`src/rtl/alarm_trigger_if.sv`:
```
// alarm_trigger_if
// Bundles the time inputs, user controls and status outputs of alarm_trigger.
//   master : drives SEC_TICK, CUR_*, ALM_*, ARM, ACK, SNOOZE; observes status
//   slave  : the alarm_trigger side (consumes controls, drives status)
// Status signals: ALARM, BEEP, STATE[1:0], SNOOZE_CNT[1:0], MISSED.
interface alarm_trigger_if;
  logic       SEC_TICK;
  logic [7:0] CUR_SEC;
  logic [7:0] CUR_MIN;
  logic [7:0] CUR_HR;
  logic [7:0] ALM_SEC;
  logic [7:0] ALM_MIN;
  logic [7:0] ALM_HR;
  logic       ARM;
  logic       ACK;
  logic       SNOOZE;
  logic       ALARM;
  logic       BEEP;
  logic [1:0] STATE;
  logic [1:0] SNOOZE_CNT;
  logic       MISSED;

  modport master (
    output SEC_TICK, CUR_SEC, CUR_MIN, CUR_HR, ALM_SEC, ALM_MIN, ALM_HR,
           ARM, ACK, SNOOZE,
    input  ALARM, BEEP, STATE, SNOOZE_CNT, MISSED
  );

  modport slave (
    input  SEC_TICK, CUR_SEC, CUR_MIN, CUR_HR, ALM_SEC, ALM_MIN, ALM_HR,
           ARM, ACK, SNOOZE,
    output ALARM, BEEP, STATE, SNOOZE_CNT, MISSED
  );
endinterface

```
`src/rtl/alarm_trigger.sv`:
```
// alarm_trigger
// Alarm-clock trigger FSM: compares the current time against the alarm (or a
// snooze) target, rings with a 1 Hz buzzer toggle, and handles dismiss,
// snooze and ring timeout.
// Ports:
//   CLK   - system clock, rising edge
//   RESET - synchronous, active-low reset
//   bus   - alarm_trigger_if.slave: SEC_TICK, CUR_*, ALM_*, ARM, ACK, SNOOZE in;
//           ALARM, BEEP, STATE, SNOOZE_CNT, MISSED out (all registered)
// Parameters: SNOOZE_MIN (1..59), RING_TIMEOUT (1..255), MAX_SNOOZE (1..3).
// Build option: define ALARM_TRIGGER_SNOOZE_EN to include the snooze logic;
// without it SNOOZE is ignored, SNOOZED is unreachable and SNOOZE_CNT is 0.
module alarm_trigger #(
  parameter int SNOOZE_MIN   = 5,
  parameter int RING_TIMEOUT = 60,
  parameter int MAX_SNOOZE   = 3
) (
  input  logic           CLK,
  input  logic           RESET,
  alarm_trigger_if.slave bus
);

  typedef enum logic [1:0] {
    IDLE    = 2'b00,
    ARMED   = 2'b01,
    RINGING = 2'b10,
    SNOOZED = 2'b11
  } state_t;

  localparam logic [7:0] RING_LAST = 8'(RING_TIMEOUT - 1);

  state_t     state;
  logic       alarm_q;
  logic       beep_q;
  logic       missed_q;
  logic       prev_eq;
  logic [7:0] ring_cnt;
  logic [1:0] snz_cnt;
  logic [7:0] tgt_sec;
  logic [7:0] tgt_min;
  logic [7:0] tgt_hr;
  logic       cur_eq;
  logic       match;
  logic       snooze_take;

`ifdef ALARM_TRIGGER_SNOOZE_EN
  localparam logic [7:0] SNZ_MIN = 8'(SNOOZE_MIN);
  localparam logic [1:0] SNZ_MAX = 2'(MAX_SNOOZE);

  logic [7:0] snz_sec;
  logic [7:0] snz_min;
  logic [7:0] snz_hr;
  logic [7:0] nxt_sec;
  logic [7:0] nxt_min;
  logic [7:0] nxt_hr;
  logic [7:0] min_sum;

  // Snooze target = now + SNOOZE_MIN minutes, with minute->hour carry and
  // midnight wrap. Seconds are kept so the re-ring lands on the same second.
  always_comb begin
    min_sum = bus.CUR_MIN + SNZ_MIN;
    nxt_sec = bus.CUR_SEC;
    nxt_min = min_sum;
    nxt_hr  = bus.CUR_HR;
    if (min_sum >= 8'd60) begin
      nxt_min = min_sum - 8'd60;
      nxt_hr  = (bus.CUR_HR >= 8'd23) ? 8'd0 : bus.CUR_HR + 8'd1;
    end
  end

  // A snooze is only honoured while ringing, not overridden by ACK or disarm,
  // and while the per-event budget is not exhausted.
  assign snooze_take = (state == RINGING) && bus.ARM && !bus.ACK &&
                       bus.SNOOZE && (snz_cnt < SNZ_MAX);

  // Snooze target is captured once per snooze, so later ALM_* edits do not
  // move it.
  always_ff @(posedge CLK) begin
    if (!RESET) begin
      snz_sec <= '0;
      snz_min <= '0;
      snz_hr  <= '0;
    end else if (snooze_take) begin
      snz_sec <= nxt_sec;
      snz_min <= nxt_min;
      snz_hr  <= nxt_hr;
    end
  end

  // While snoozed we wait on the captured target; otherwise track ALM_* live.
  always_comb begin
    tgt_sec = bus.ALM_SEC;
    tgt_min = bus.ALM_MIN;
    tgt_hr  = bus.ALM_HR;
    if (state == SNOOZED) begin
      tgt_sec = snz_sec;
      tgt_min = snz_min;
      tgt_hr  = snz_hr;
    end
  end

  assign bus.SNOOZE_CNT = snz_cnt;
`else
  assign snooze_take = 1'b0;
  assign tgt_sec     = bus.ALM_SEC;
  assign tgt_min     = bus.ALM_MIN;
  assign tgt_hr      = bus.ALM_HR;
  assign bus.SNOOZE_CNT = 2'b00;

  // Snooze input, counter and snooze parameters have no function in this build.
  logic unused_snooze;
  assign unused_snooze = bus.SNOOZE ^ (|snz_cnt) ^
                         (SNOOZE_MIN == 0) ^ (MAX_SNOOZE == 0);
`endif

  // Match is the rising edge of equality, so a time held for a whole second
  // fires only once.
  assign cur_eq = (bus.CUR_SEC == tgt_sec) && (bus.CUR_MIN == tgt_min) &&
                  (bus.CUR_HR == tgt_hr);
  assign match  = cur_eq && !prev_eq;

  // Main FSM with all outputs registered. Disarm beats everything except
  // reset; in RINGING, ACK beats SNOOZE, which beats the timeout tick.
  always_ff @(posedge CLK) begin
    if (!RESET) begin
      state    <= IDLE;
      alarm_q  <= 1'b0;
      beep_q   <= 1'b0;
      missed_q <= 1'b0;
      snz_cnt  <= 2'd0;
      ring_cnt <= 8'd0;
      prev_eq  <= 1'b1;
    end else begin
      prev_eq <= cur_eq;
      if (!bus.ARM) begin
        state    <= IDLE;
        alarm_q  <= 1'b0;
        beep_q   <= 1'b0;
        snz_cnt  <= 2'd0;
        ring_cnt <= 8'd0;
      end else begin
        case (state)
          IDLE: begin
            state <= ARMED;
          end
          ARMED: begin
            if (bus.ACK) begin
              missed_q <= 1'b0;
            end
            if (match) begin
              state    <= RINGING;
              alarm_q  <= 1'b1;
              beep_q   <= 1'b1;
              ring_cnt <= 8'd0;
            end
          end
          RINGING: begin
            if (bus.ACK) begin
              state    <= ARMED;
              alarm_q  <= 1'b0;
              beep_q   <= 1'b0;
              ring_cnt <= 8'd0;
              snz_cnt  <= 2'd0;
              missed_q <= 1'b0;
            end else if (snooze_take) begin
              state    <= SNOOZED;
              alarm_q  <= 1'b0;
              beep_q   <= 1'b0;
              ring_cnt <= 8'd0;
              snz_cnt  <= snz_cnt + 2'd1;
            end else if (bus.SEC_TICK) begin
              if (ring_cnt == RING_LAST) begin
                state    <= ARMED;
                alarm_q  <= 1'b0;
                beep_q   <= 1'b0;
                ring_cnt <= 8'd0;
                snz_cnt  <= 2'd0;
                missed_q <= 1'b1;
              end else begin
                ring_cnt <= ring_cnt + 8'd1;
                beep_q   <= !beep_q;
              end
            end
          end
          SNOOZED: begin
            if (bus.ACK) begin
              state    <= ARMED;
              snz_cnt  <= 2'd0;
              missed_q <= 1'b0;
            end else if (match) begin
              state    <= RINGING;
              alarm_q  <= 1'b1;
              beep_q   <= 1'b1;
              ring_cnt <= 8'd0;
            end
          end
          default: begin
            state <= IDLE;
          end
        endcase
      end
    end
  end

  assign bus.STATE  = state;
  assign bus.ALARM  = alarm_q;
  assign bus.BEEP   = beep_q;
  assign bus.MISSED = missed_q;

endmodule

```
`src/flat_wrapper.sv`:
```
// flat-port wrapper written by rule: the top's interface ports become plain ports
module alarm_trigger_flat 
#(
  parameter int SNOOZE_MIN   = 5,
  parameter int RING_TIMEOUT = 60,
  parameter int MAX_SNOOZE   = 3
)
  (CLK, RESET, bus_SEC_TICK, bus_CUR_SEC, bus_CUR_MIN, bus_CUR_HR, bus_ALM_SEC, bus_ALM_MIN, bus_ALM_HR, bus_ARM, bus_ACK, bus_SNOOZE, bus_ALARM, bus_BEEP, bus_STATE, bus_SNOOZE_CNT, bus_MISSED);
  alarm_trigger_if bus_i ();
  input  logic CLK;
  input  logic RESET;
  input wire logic [$bits(bus_i.SEC_TICK)-1:0] bus_SEC_TICK;
  input wire logic [$bits(bus_i.CUR_SEC)-1:0] bus_CUR_SEC;
  input wire logic [$bits(bus_i.CUR_MIN)-1:0] bus_CUR_MIN;
  input wire logic [$bits(bus_i.CUR_HR)-1:0] bus_CUR_HR;
  input wire logic [$bits(bus_i.ALM_SEC)-1:0] bus_ALM_SEC;
  input wire logic [$bits(bus_i.ALM_MIN)-1:0] bus_ALM_MIN;
  input wire logic [$bits(bus_i.ALM_HR)-1:0] bus_ALM_HR;
  input wire logic [$bits(bus_i.ARM)-1:0] bus_ARM;
  input wire logic [$bits(bus_i.ACK)-1:0] bus_ACK;
  input wire logic [$bits(bus_i.SNOOZE)-1:0] bus_SNOOZE;
  output wire logic [$bits(bus_i.ALARM)-1:0] bus_ALARM;
  output wire logic [$bits(bus_i.BEEP)-1:0] bus_BEEP;
  output wire logic [$bits(bus_i.STATE)-1:0] bus_STATE;
  output wire logic [$bits(bus_i.SNOOZE_CNT)-1:0] bus_SNOOZE_CNT;
  output wire logic [$bits(bus_i.MISSED)-1:0] bus_MISSED;
  assign bus_i.SEC_TICK = bus_SEC_TICK;
  assign bus_i.CUR_SEC = bus_CUR_SEC;
  assign bus_i.CUR_MIN = bus_CUR_MIN;
  assign bus_i.CUR_HR = bus_CUR_HR;
  assign bus_i.ALM_SEC = bus_ALM_SEC;
  assign bus_i.ALM_MIN = bus_ALM_MIN;
  assign bus_i.ALM_HR = bus_ALM_HR;
  assign bus_i.ARM = bus_ARM;
  assign bus_i.ACK = bus_ACK;
  assign bus_i.SNOOZE = bus_SNOOZE;
  assign bus_ALARM = bus_i.ALARM;
  assign bus_BEEP = bus_i.BEEP;
  assign bus_STATE = bus_i.STATE;
  assign bus_SNOOZE_CNT = bus_i.SNOOZE_CNT;
  assign bus_MISSED = bus_i.MISSED;
  alarm_trigger #(.SNOOZE_MIN(SNOOZE_MIN), .RING_TIMEOUT(RING_TIMEOUT), .MAX_SNOOZE(MAX_SNOOZE)) u_core (.CLK(CLK), .RESET(RESET), .bus(bus_i));
endmodule
```
`config.mk`:
```
export PLATFORM = sky130hd
export DESIGN_NAME = alarm_trigger_flat
export DESIGN_NICKNAME = d
export VERILOG_FILES = /design/src/rtl/alarm_trigger_if.sv /design/src/rtl/alarm_trigger.sv /design/src/flat_wrapper.sv
export SDC_FILE = /design/constraint.sdc
export NUM_CORES = 1
export LEC_CHECK = 0
export ABC_CLOCK_PERIOD_IN_PS = 5300
export CAP_MARGIN = 20
export CORE_ASPECT_RATIO = 0.75
export CORE_MARGIN = 3
export CORE_UTILIZATION = 45
export CTS_CLUSTER_DIAMETER = 30
export DETAILED_ROUTE_END_ITERATION = 12
export DONT_BUFFER_PORTS = 1
export PLACE_DENSITY = 0.58
export SETUP_SLACK_MARGIN = 0.2
export SLEW_MARGIN = 20
export SYNTH_ARGS = -nofsm -noshare
export SYNTH_HDL_FRONTEND = slang
export SYNTH_SLANG_ARGS = --single-unit
```
`constraint.sdc`:
```
create_clock -name CLK -period 5.3 [get_ports CLK]
set_input_delay 0.795 -clock CLK [delete_from_list [all_inputs] [get_ports CLK]]
set_output_delay 0.795 -clock CLK [all_outputs]
set_load 0.005 [all_outputs]
```
=== Word-level counts from Yosys, hierarchy flattened ===
Index checks and enable logic that the tools add are counted.

* Multipliers: 0
* Equality and inequality tests: 11
* Shift-type cells: 0
* Order comparisons: 0
* Reduce and logical (&&, ||, !) cells: 14
* Div/mod/pow operators: 0
* Muxes and demuxes: 29
* $add $sub $neg: 1
* Bitwise logic cells: 0

{| class="wikitable"
|+ Operators with widths
! kind !! number
|-
| 8-bit two-way mux || 5
|-
| 8-bit == test || 3
|-
| 8-bit case mux with 3 select lines || 1
|-
| 1-bit two-way mux || 14
|-
| 2-bit two-way mux || 5
|-
| 8-bit by 1-bit adder with 8-bit output, second input constant || 1
|-
| 8-bit by 6-bit == test with 1-bit output, second input constant || 1
|-
| 2-bit case mux with 4 select lines || 1
|-
| 1-bit case mux with 3 select lines || 2
|-
| 5-bit AND reduction || 1
|-
| 2-bit == test, second input constant || 2
|-
| 2-bit AND reduction || 2
|-
| 4-bit AND reduction || 1
|-
| 1-bit logical AND || 3
|-
| 3-bit by 2-bit inequality test with 1-bit output, second input constant || 1
|-
| 3-bit inequality test, second input constant || 1
|-
| 3-bit AND reduction || 1
|-
| 3-bit nonzero test || 1
|-
| 2-bit by 1-bit == test with 1-bit output, second input constant || 1
|-
| 1-bit logical NOT || 2
|-
| 2-bit logical NOT || 1
|-
| 2-bit by 1-bit inequality test with 1-bit output, second input constant || 1
|-
| 2-bit inequality test, second input constant || 1
|-
| 1-bit case mux with 2 select lines || 1
|-
| 2 further kinds || 2
|}

* Logic and storage cells: 61
* ROM bits: 0
* Output and inout bits: 7
* Latch bits: 0
* Flip-flop bits (word level): 14
* RAM bits: 0
* Input port bits: 54
* Memories kept: 0

=== Longest topological paths before layout ===
Gate-level depths: netlist of run 1.

* Depth in word-level cells: 7
* Gate-level depth with buffers: 7
* Depth with buffers taken out: 7

=== Worst setup path before layout of run 1 ===
OpenSTA, ideal clock, no wires.

* Kind: in2reg
* Start point: input port bus_ALM_HR[0]
* End point: register u_core.ring_cnt[2]
* Path buffers: 0
* Stages: 6
* Library setup time: 131 ps
* Path slack: 3,193 ps
* Arrival: 1,977 ps
* Required time: 5,169 ps
* Path through: xnor2_1 -> nand4_1 -> nor4_2 -> a31oi_1 -> o211ai_1 -> o31ai_1

* Cells in the longest elaborated chain, start to end: 6

{| class="wikitable"
|+ RTL lines
! element !! RTL line !! text
|-
| start: declaration || flat_wrapper.sv:18 || <nowiki>input wire logic [$bits(bus_i.ALM_HR)-1:0] bus_ALM_HR;</nowiki>
|-
| 8-bit == test (*) || alarm_trigger.sv:119 || <nowiki>(bus.CUR_HR == tgt_hr);</nowiki>
|-
| 1-bit logical AND (*) || alarm_trigger.sv:118 || <nowiki>assign cur_eq = (bus.CUR_SEC == tgt_sec) && (bus.CUR_MIN == tgt_min) &&</nowiki>
|-
| 1-bit logical AND (*) || alarm_trigger.sv:120 || <nowiki>assign match = cur_eq && !prev_eq;</nowiki>
|-
| 8-bit two-way mux (*) || - ||
|-
| 8-bit two-way mux || - ||
|-
| 8-bit case mux with 3 select lines (*) || - ||
|-
| end signal: assignment || alarm_trigger.sv:180 || <nowiki>ring_cnt <= ring_cnt + 8'd1;</nowiki>
|-
| end: declaration || alarm_trigger.sv:37 || <nowiki>logic [7:0] ring_cnt;</nowiki>
|}

Every way passes the cells marked *; elsewhere a longest branch is shown, timed or not. The select of a mux whose other input is x is not followed.
A chain may end at the register's enable or synchronous reset.

=== Final worst setup path of run 1 ===
* Start point: input port bus_ALM_HR[0]
* End point: register u_core.ring_cnt[1]

Same word-level chain as after synthesis.

==> results of run 1 <==
==> logic make-up after synthesis <==
kind of cell | Yosys count | synth area share (%)
other | 1 | 0.3794
xor gates and xnor gates | 24 | 21.27
DFF | 14 | 28.35
and+or+nand+nor | 52 | 28.48
adders and majority gates | 1 | 1.266
buffers and inverters | 6 | 3.037
AOI/OAI and AO/OA | 27 | 17.21
==> power by group through the flow <==
stage	clock network, uW	registers [uW]	logic, uW
floorplan	0	109	23.1
global placement	0	109	23.5
detailed placement	0	110	24.6
CTS	81.0	107	24.8
global route	86.6	107	27.4
finish	80.1	107	24.4
==> registers in the layout (all words and copies together) (netlist names) <==
name	count
u_core.bus.MISSED	1
u_core.prev_eq	1
u_core.ring_cnt	8
u_core.bus.BEEP	1
u_core.bus.STATE	2
u_core.bus.ALARM	1
==> per-stage QoR <==
step / total power, uW / setup WS [ns] / cell area [um2] / utilization (%)
6_report: 211.6 / 3.162 / 1040 / 50.73
5_1_grt: 221.3 / 3.009 / 1040 / 50.73
4_1_cts: 212.8 / 3.173 / 1040 / 50.73
3_5_place_dp: 134.1 / 2.867 / 1003 / 48.96
3_3_place_gp: 133.0 / 2.904 / 1003 / 48.96
2_1_floorplan: 132.3 / 3.193 / 992.2 / -
==> tightest hold or removal path: cells and delay by family (launching register included) <==
kind | cells | cell delay, ns
buf+inv | 1 | 0.05
compound gates | 1 | 0.05
flops | 1 | 0.33
==> final timing paths <==
path,endpoint,depth (start not counted)
max,u_core.ring_cnt[1],6
min,u_core.bus.ALARM,2
max reg2reg,u_core.ring_cnt[7],5
min reg2reg,u_core.bus.ALARM,2
==> layout by cell type, fill, tap and decap left out, types with 2 or more instances in the layout <==
cell type	Yosys	layout
and2_1	2	2
nor2_1	12	12
nand2b_1	3	3
o211ai_1	2	2
nor3_1	2	2
inv_1	3	3
o21ai_0	4	4
nand4_1	8	8
or4_1	3	3
a211oi_1	2	2
nand3_1	4	4
conb_1	1	2
xnor2_1	24	24
a31oi_1	3	3
dfxtp_1	14	14
clkbuf_4	0	3
or3_1	2	2
nand2_1	11	11
a21oi_1	9	9
==> metal layers <==
layer	up-vias	share of wire, %	GRT usage [%]
li1	450	-	-
met1	408	44	21.98
met2	35	47	28.66
met3	2	8.3	6.162
met4	0	0.48	2.655
met5	-	0	0
==> final cells by class <==
| type | count | area [um2] | share of cell area (%) |
|---|---|---|---|
| clock buffers | 4 | 36.28 | 3.490 |
| inverters | 3 | 11.26 | 1.083 |
| multi-input cells | 106 | 681.9 | 65.58 |
| flip-flops and latches | 14 | 280.3 | 26.96 |
| well taps | 24 | 30.03 | 2.888 |
==> results.md, run 1 <==
- Summing every instance area after synthesis gives 988.4 um2.
- By count the netlist is led by 24 x xnor2_1, 14 x dfxtp_1, 12 x nor2_1, 11 x nand2_1, 9 x a21oi_1.
- The worst pin sits at a relative slew slack of 56.17%.
- For this configuration, the core starts out at a cell density of 48.23%.
- Timing would allow up to 467.8 MHz.
- The remaining antenna violation count is 0.
- Counting the fill cells in the layout gives 209.
- Traced cell by cell, the critical path runs through xnor2_1 -> nand4_1 -> nor4_2 -> a31oi_1 -> nand3b_1 -> a21oi_1.
- The layout overhead on the synthesized area is 5.190%.
- After clock tree synthesis, the repair step resized 0 gates.
- Together, buffers and inverters on the worst path number 0.
- The post-synthesis average cell area is 7.908 um2.
- The count of buffers from port buffering is 0.
- The most used standard cell by instance count after synthesis is xnor2_1.
- The worst setup path is captured at a flop.
- The hold violation total from the final report was 0.
- In this run the standard cell core region covers 2049 um2.
- The total count of max-transition violations in the final report was 0.
- The final-report setup violation count is 0.
- The smallest clock period supported by the final layout is computed as 2.138 ns.
- Among all stages on the critical path, the largest delay is contributed by nor4_2.
- Cell internal power was estimated by the tool at 163.0 uW.
- Counting every instance in the synthesized netlist gives 125.
- The share of total power dissipated in combinational logic is 11.5%.
- The number of global-route vias before repair was 820.
- Setup repair after global routing left no endpoint under its margin.
- The endpoint arrival time on the critical path is 2.36 ns.
- The clock network burns 37.9% of the power.
- The tree built by TritonCTS fans out to 14 sinks.
- The startpoint of the lowest-slack register-to-register path is u_core.bus.STATE[0].
- After detailed routing, the number of remaining DRC violations is 0.
- Of the available clock period, the critical path in the final layout requires 40.33%.
- The flow ran to the end, and the final reports show no timing, DRC or antenna violations.
- The instance count after placement with tap cells included is 147.
- Dividing the detail-routed wire length by the instance count gives 15.03 um.
- The delay of the slowest cell on the worst path is 0.54 ns.
- The type of the tightest min-delay check is flop to flop.
- TritonCTS built the clock tree.
- The die footprint is 2801 um2.
- For this run, the number of standard cells in the final layout without fillers is 151.
- Global routing used 17.28% of the available tracks.
- In this run the power density over the cells is 203.5 nW/um2.
- The worst setup path category is input port to flop.
- The worst clock skew is 0.0008984 ns.
- The horizontal extent of the die is 60.12 um.
- At the end of routability-driven placement, the weighted congestion stood at 0.7592.
- The number of antenna violations at the first check in global routing is 0.
- 0 antenna diodes ended up in the layout.
- The first-iteration detailed-routing DRC count is 30.
- The beginning of the worst hold path is u_core.bus.ALARM.
- The required time of the critical path is 5.52 ns.
- The number of nets in the layout is 183.
- The longest clock path from root to sink contains 2 buffers.
- The library cell used as clock root buffer is clkbuf_4.
- The portion of synthesized cell area occupied by the leading cell type is 28.35%.
- The floorplan has 14 rows.
- The static leakage is 0.0003249 uW.
- STA classifies the critical path startpoint as an input port.
- Net switching is 22.97% of the power.
- The global route total overflow is 0.
- The number of top-level design ports is 61.
- In this run the worst setup path begins at bus_ALM_HR[0].
- The proportion of layout cells with a drive suffix above 1 is 5.512%.
- In the post-synthesis netlist, the biggest area contributors are dfxtp_1 28%, xnor2_1 21%, nand4_1 5.1%.
- The die is 46.59 um tall.
- Counting flops with an async set or reset pin after synthesis yields a share of 0%.
- The average vias per placed instance is 5.927.
- The worst hold margin is 0.4790 ns.
- The number of violations of the max-capacitance limit is 0.
- The library cell occupying the most area in the post-synthesis netlist is dfxtp_1.
- The wire length of the first global-routing pass is 3608 um.
- The total wire length is 2269 um.
- The setup slack of the worst register-to-register path is 3.36 ns.
- The number of storage elements in the synthesis netlist is 14.
- For the pin with the worst max-slew slack, the measured transition is 0.6545 ns.
- Of the synthesized area, sequential elements account for 28.35%.
- Of all nets on the critical path, the largest fanout is 8.
- The number of iterations in the first detailed-routing pass is 4.
- The most used flip-flop cell after synthesis is dfxtp_1.
- Broken down by cell family, the worst path's largest delay share belongs to simple AND/OR/NAND/NOR gates.
- The number of warning messages in the yosys log is 0.
- The maximum resistive drop on vdd is 0.1410 mV.
- TritonCTS created 3 clock buffers.
- The total via count in the routed design is 895.
- The post-synthesis cell type count is 33.
- For the worst-skew pair, the clock arrives at the later sink with an insertion delay of 0.29 ns.
- The total negative setup slack is 0 ns.
- The synthesized design contains 0 enable-type register cells.
- Entering global routing, the biggest net connects 12 pins.
- The clock-pin transition on the worst setup and hold timing paths is 0.09 ns.
- The post-cts hold buffer count is 0.
- The count of buffers added by post-CTS timing repair for setup is 0.
- The half-perimeter wire length of the detailed placement result is 1865 um.
- Of the total power, registers draw 50.6%.
- The power spent charging and discharging nets is 48.60 uW.
- The H-tree depth reported by CTS is 1.
(Power assumes the default switching activity.)
==> inputs of run 2 (changes only) <==
ABC_CLOCK_PERIOD_IN_PS = 2190   (was 5300)
clock period = 2.19 ns   (was 5.3 ns; I/O delays follow)
==> results.md, run 2 (same netlist as run 1, synthesis figures left out) <==
- In the layout the commonest cells are 24 x xnor2_1, 13 x dfxtp_1, 12 x nor2_1.
- The worst setup path is launched from a flop.
- The kind of cell adding the most delay to the critical path is simple AND/OR/NAND/NOR gates.
- The count of inserted antenna diode cells is 0.
- Using the TritonRoute via totals, the vias-per-cell ratio works out to 5.884.
- The detailed router placed 912 vias in this run.
- The total count of max-transition violations in the final report is 0.
- At the pin with the least slew margin, the transition time is 0.6761 ns.
- The half-perimeter wire length of the detailed placement result is 1890 um.
- The floorplan has 14 rows.
- The floorplan step defined a core boundary enclosing 2049 um2.
- Measured along the y axis, the die boundary spans 46.59 um.
- The number of cells on the worst reg-to-reg path is 7.
- The setup slack after placement is 0.2867 ns.
- The register containing the most flip-flops in the final layout is u_core.ring_cnt.
- Along the worst hold path, the cell count comes to 1.
- The fmax is 532.4 MHz.
- The first-iteration detailed-routing DRC count is 36.
- The beginning of the worst hold path is RESET.
- The number of top-level design ports is 61.
- Entering global routing, the biggest net connects 12 pins.
- STA classifies the critical path endpoint as a flop.
- Max-cap violations in this run came to 0.
- The register with the most flip-flops in the layout has 8 of them.
- Setup violations remaining at the end of the flow were counted as 0.
- The largest driver fanout on the critical path is 5.
- Routability-driven placement finished with a final weighted congestion of 0.7637.
- VDD sags by at most 0.2924 mV.
- The clock-pin transition on the worst setup and hold timing paths is 0.09 ns.
- The proportion of layout cells with a drive suffix above 1 is 9.160%.
- CTS built an H-tree with a depth of 1.
- Dividing the detail-routed wire length by the instance count gives 14.99 um.
- The number of filler cells placed in the layout is 206.
- The final layout contains routed wiring with a total length of 2323 um.
- The largest single stage delay on the critical path is 0.46 ns.
- The remaining antenna violation count is 0.
- The global-route usage over all layers is 17.19%.
- For this configuration, the core starts out at a cell density of 48.23%.
- The worst clock skew is 0.001296 ns.
- The endpoint arrival time on the critical path is 2.11 ns.
- The standard cell with the maximum stage delay on the critical path is or4_1.
- The library cell used as clock root buffer is clkbuf_4.
- The count of buffers from port buffering is 0.
- In this run the critical register-to-register path is launched from u_core.ring_cnt[0].
- The number of global-route vias before repair is 790.
- The most common cell after layout, fill and taps aside is xnor2_1.
- The area of all sequential standard cells is 281.5 um2.
- The tightest min-delay check is of the input port to flop type.
- Before antenna repair, the detailed router went through 4 iterations.
- The first global-routing pass estimated 3512 um of wire.
- The instance area at placement is 1018 um2.
- CTS saw 14 sinks.
- Traced cell by cell, the critical path runs through ha_1 -> nand2b_1 -> nor4_1 -> a211o_1 -> buf_4 -> or4_1 -> o21ai_1.
- Measured along the x axis, the die boundary spans 60.12 um.
- The die footprint is 2801 um2.
- The number of nets in the layout is 187.
- The worst hold path terminates at u_core.prev_eq.
- The layout overhead on the synthesized area is 8.355%.
- The required time of the critical path is 2.42 ns.
- After detailed routing, the number of remaining DRC violations is 0.
- The hold violation total from the final report is 0.
- Together, buffers and inverters on the worst path number 1.
- The power density over cell area is 478.9 nW/um2.
- The post-layout minimum cycle time is 1.878 ns.
- For this run the aggregate overflow at the end of global routing stands at 0.
- The worst path setup slack after routing is 0.3117 ns.
- The final critical path takes up 85.77% of the cycle.
- Setup repair after global routing left no endpoint under its margin.
- The end of the worst register-to-register path is u_core.ring_cnt[4].
- The setup slack of the worst register-to-register path is 0.31 ns.
- The critical path is of the flop to flop type.
- The multi-input combinational cells in the finished layout cover a total of 681.9 um2.
- The buffer depth of the longest clock path is 2.
- The worst relative slew slack is 54.71%.
- The number of antenna violations at the first check in global routing is 0.
- In this run, CTS created clock tree buffers numbering 3.
- After clock tree synthesis, the flow added hold-fix buffers numbering 0.
- For the final routed database, the setup TNS stands at 0 ns.
- The static leakage is 0.0003448 uW.
- The total non-filler cell area in the finished layout is 1071 um2.
- The share of the core filled with cells is 52.26%.
- TritonCTS built the clock tree.
- For the worst-skew pair, the clock arrives at the later sink with an insertion delay of 0.29 ns.
- The flow ran to the end, and the final reports show no timing, DRC or antenna violations.
## run 2: changes by cell type in the layout (fill, tap and decap cells not counted)
| cell | previous run | this run |
|---|---|---|
| buf_4 | 0 | 4 |
| dfxtp_1 | 14 | 13 |
| dfxtp_2 | 0 | 1 |
## run 2: through the flow
stage | std cells | power [uW] | hold WS [ns]
2_1_floorplan | 126 | 320.2 | 0.3904
3_3_place_gp | 149 | 323.2 | 0.3971
3_5_place_dp | 149 | 325.1 | 0.4014
4_1_cts | 153 | 514.8 | 0.09824
5_1_grt | 155 | 533.7 | 0.09404
6_report | 155 | 512.9 | 0.09691
## run 2: worst register-to-register path: stages (launching register included)
cell and delay, ns:
dfxtp_1 0.36, ha_1 0.26, nand2b_1 0.11, nor4_1 0.07, a211o_1 0.32, buf_4 0.17
or4_1 0.46, o21ai_1 0.08
## run 2: area by class of cell
class / instances / share of cell area, %
multi-input combinational: 106 / 63.67
sequential: 14 / 26.28
clock buffer: 4 / 3.388
timing repair buffer: 4 / 2.804
tap: 24 / 2.804
inverter: 3 / 1.051
## run 2: metal layers
metal | up-vias | track usage [%] | wire length [um] | share of wire (%)
li1 | 458 | - | - | -
met1 | 409 | 21.22 | 1001 | 43
met2 | 41 | 28.02 | 1104 | 48
met3 | 4 | 7.283 | 202 | 8.7
met4 | 0 | 3.540 | 13 | 0.56
met5 | - | 0 | 0 | 0
## run 2: how the worst max path moves through the flow
stage	startpoint	depth (start not counted)	end	slack (ns)
after floorplan	u_core.bus.STATE[0]	5	u_core.ring_cnt[6]	0.46
after global placement	u_core.bus.STATE[1]	5	u_core.ring_cnt[7]	0.30
after detailed placement	u_core.bus.STATE[1]	5	u_core.ring_cnt[7]	0.29
after CTS	u_core.bus.STATE[1]	5	u_core.ring_cnt[7]	0.26
after global routing	u_core.ring_cnt[0]	7	u_core.ring_cnt[4]	0.21
final	u_core.ring_cnt[0]	7	u_core.ring_cnt[4]	0.31
## run 2: power by group
group | switching (uW) | internal (uW) | leakage, uW
clock | 92.8 | 101 | 0.0000210
combinational | 23.3 | 38.0 | 0.000210
sequential | 1.10 | 256 | 0.000114
## run 2: timing repair
item	in CTS	in global routing
resized for setup	0	1
endpoints found under the setup margin	0	2
setup buffers	0	2
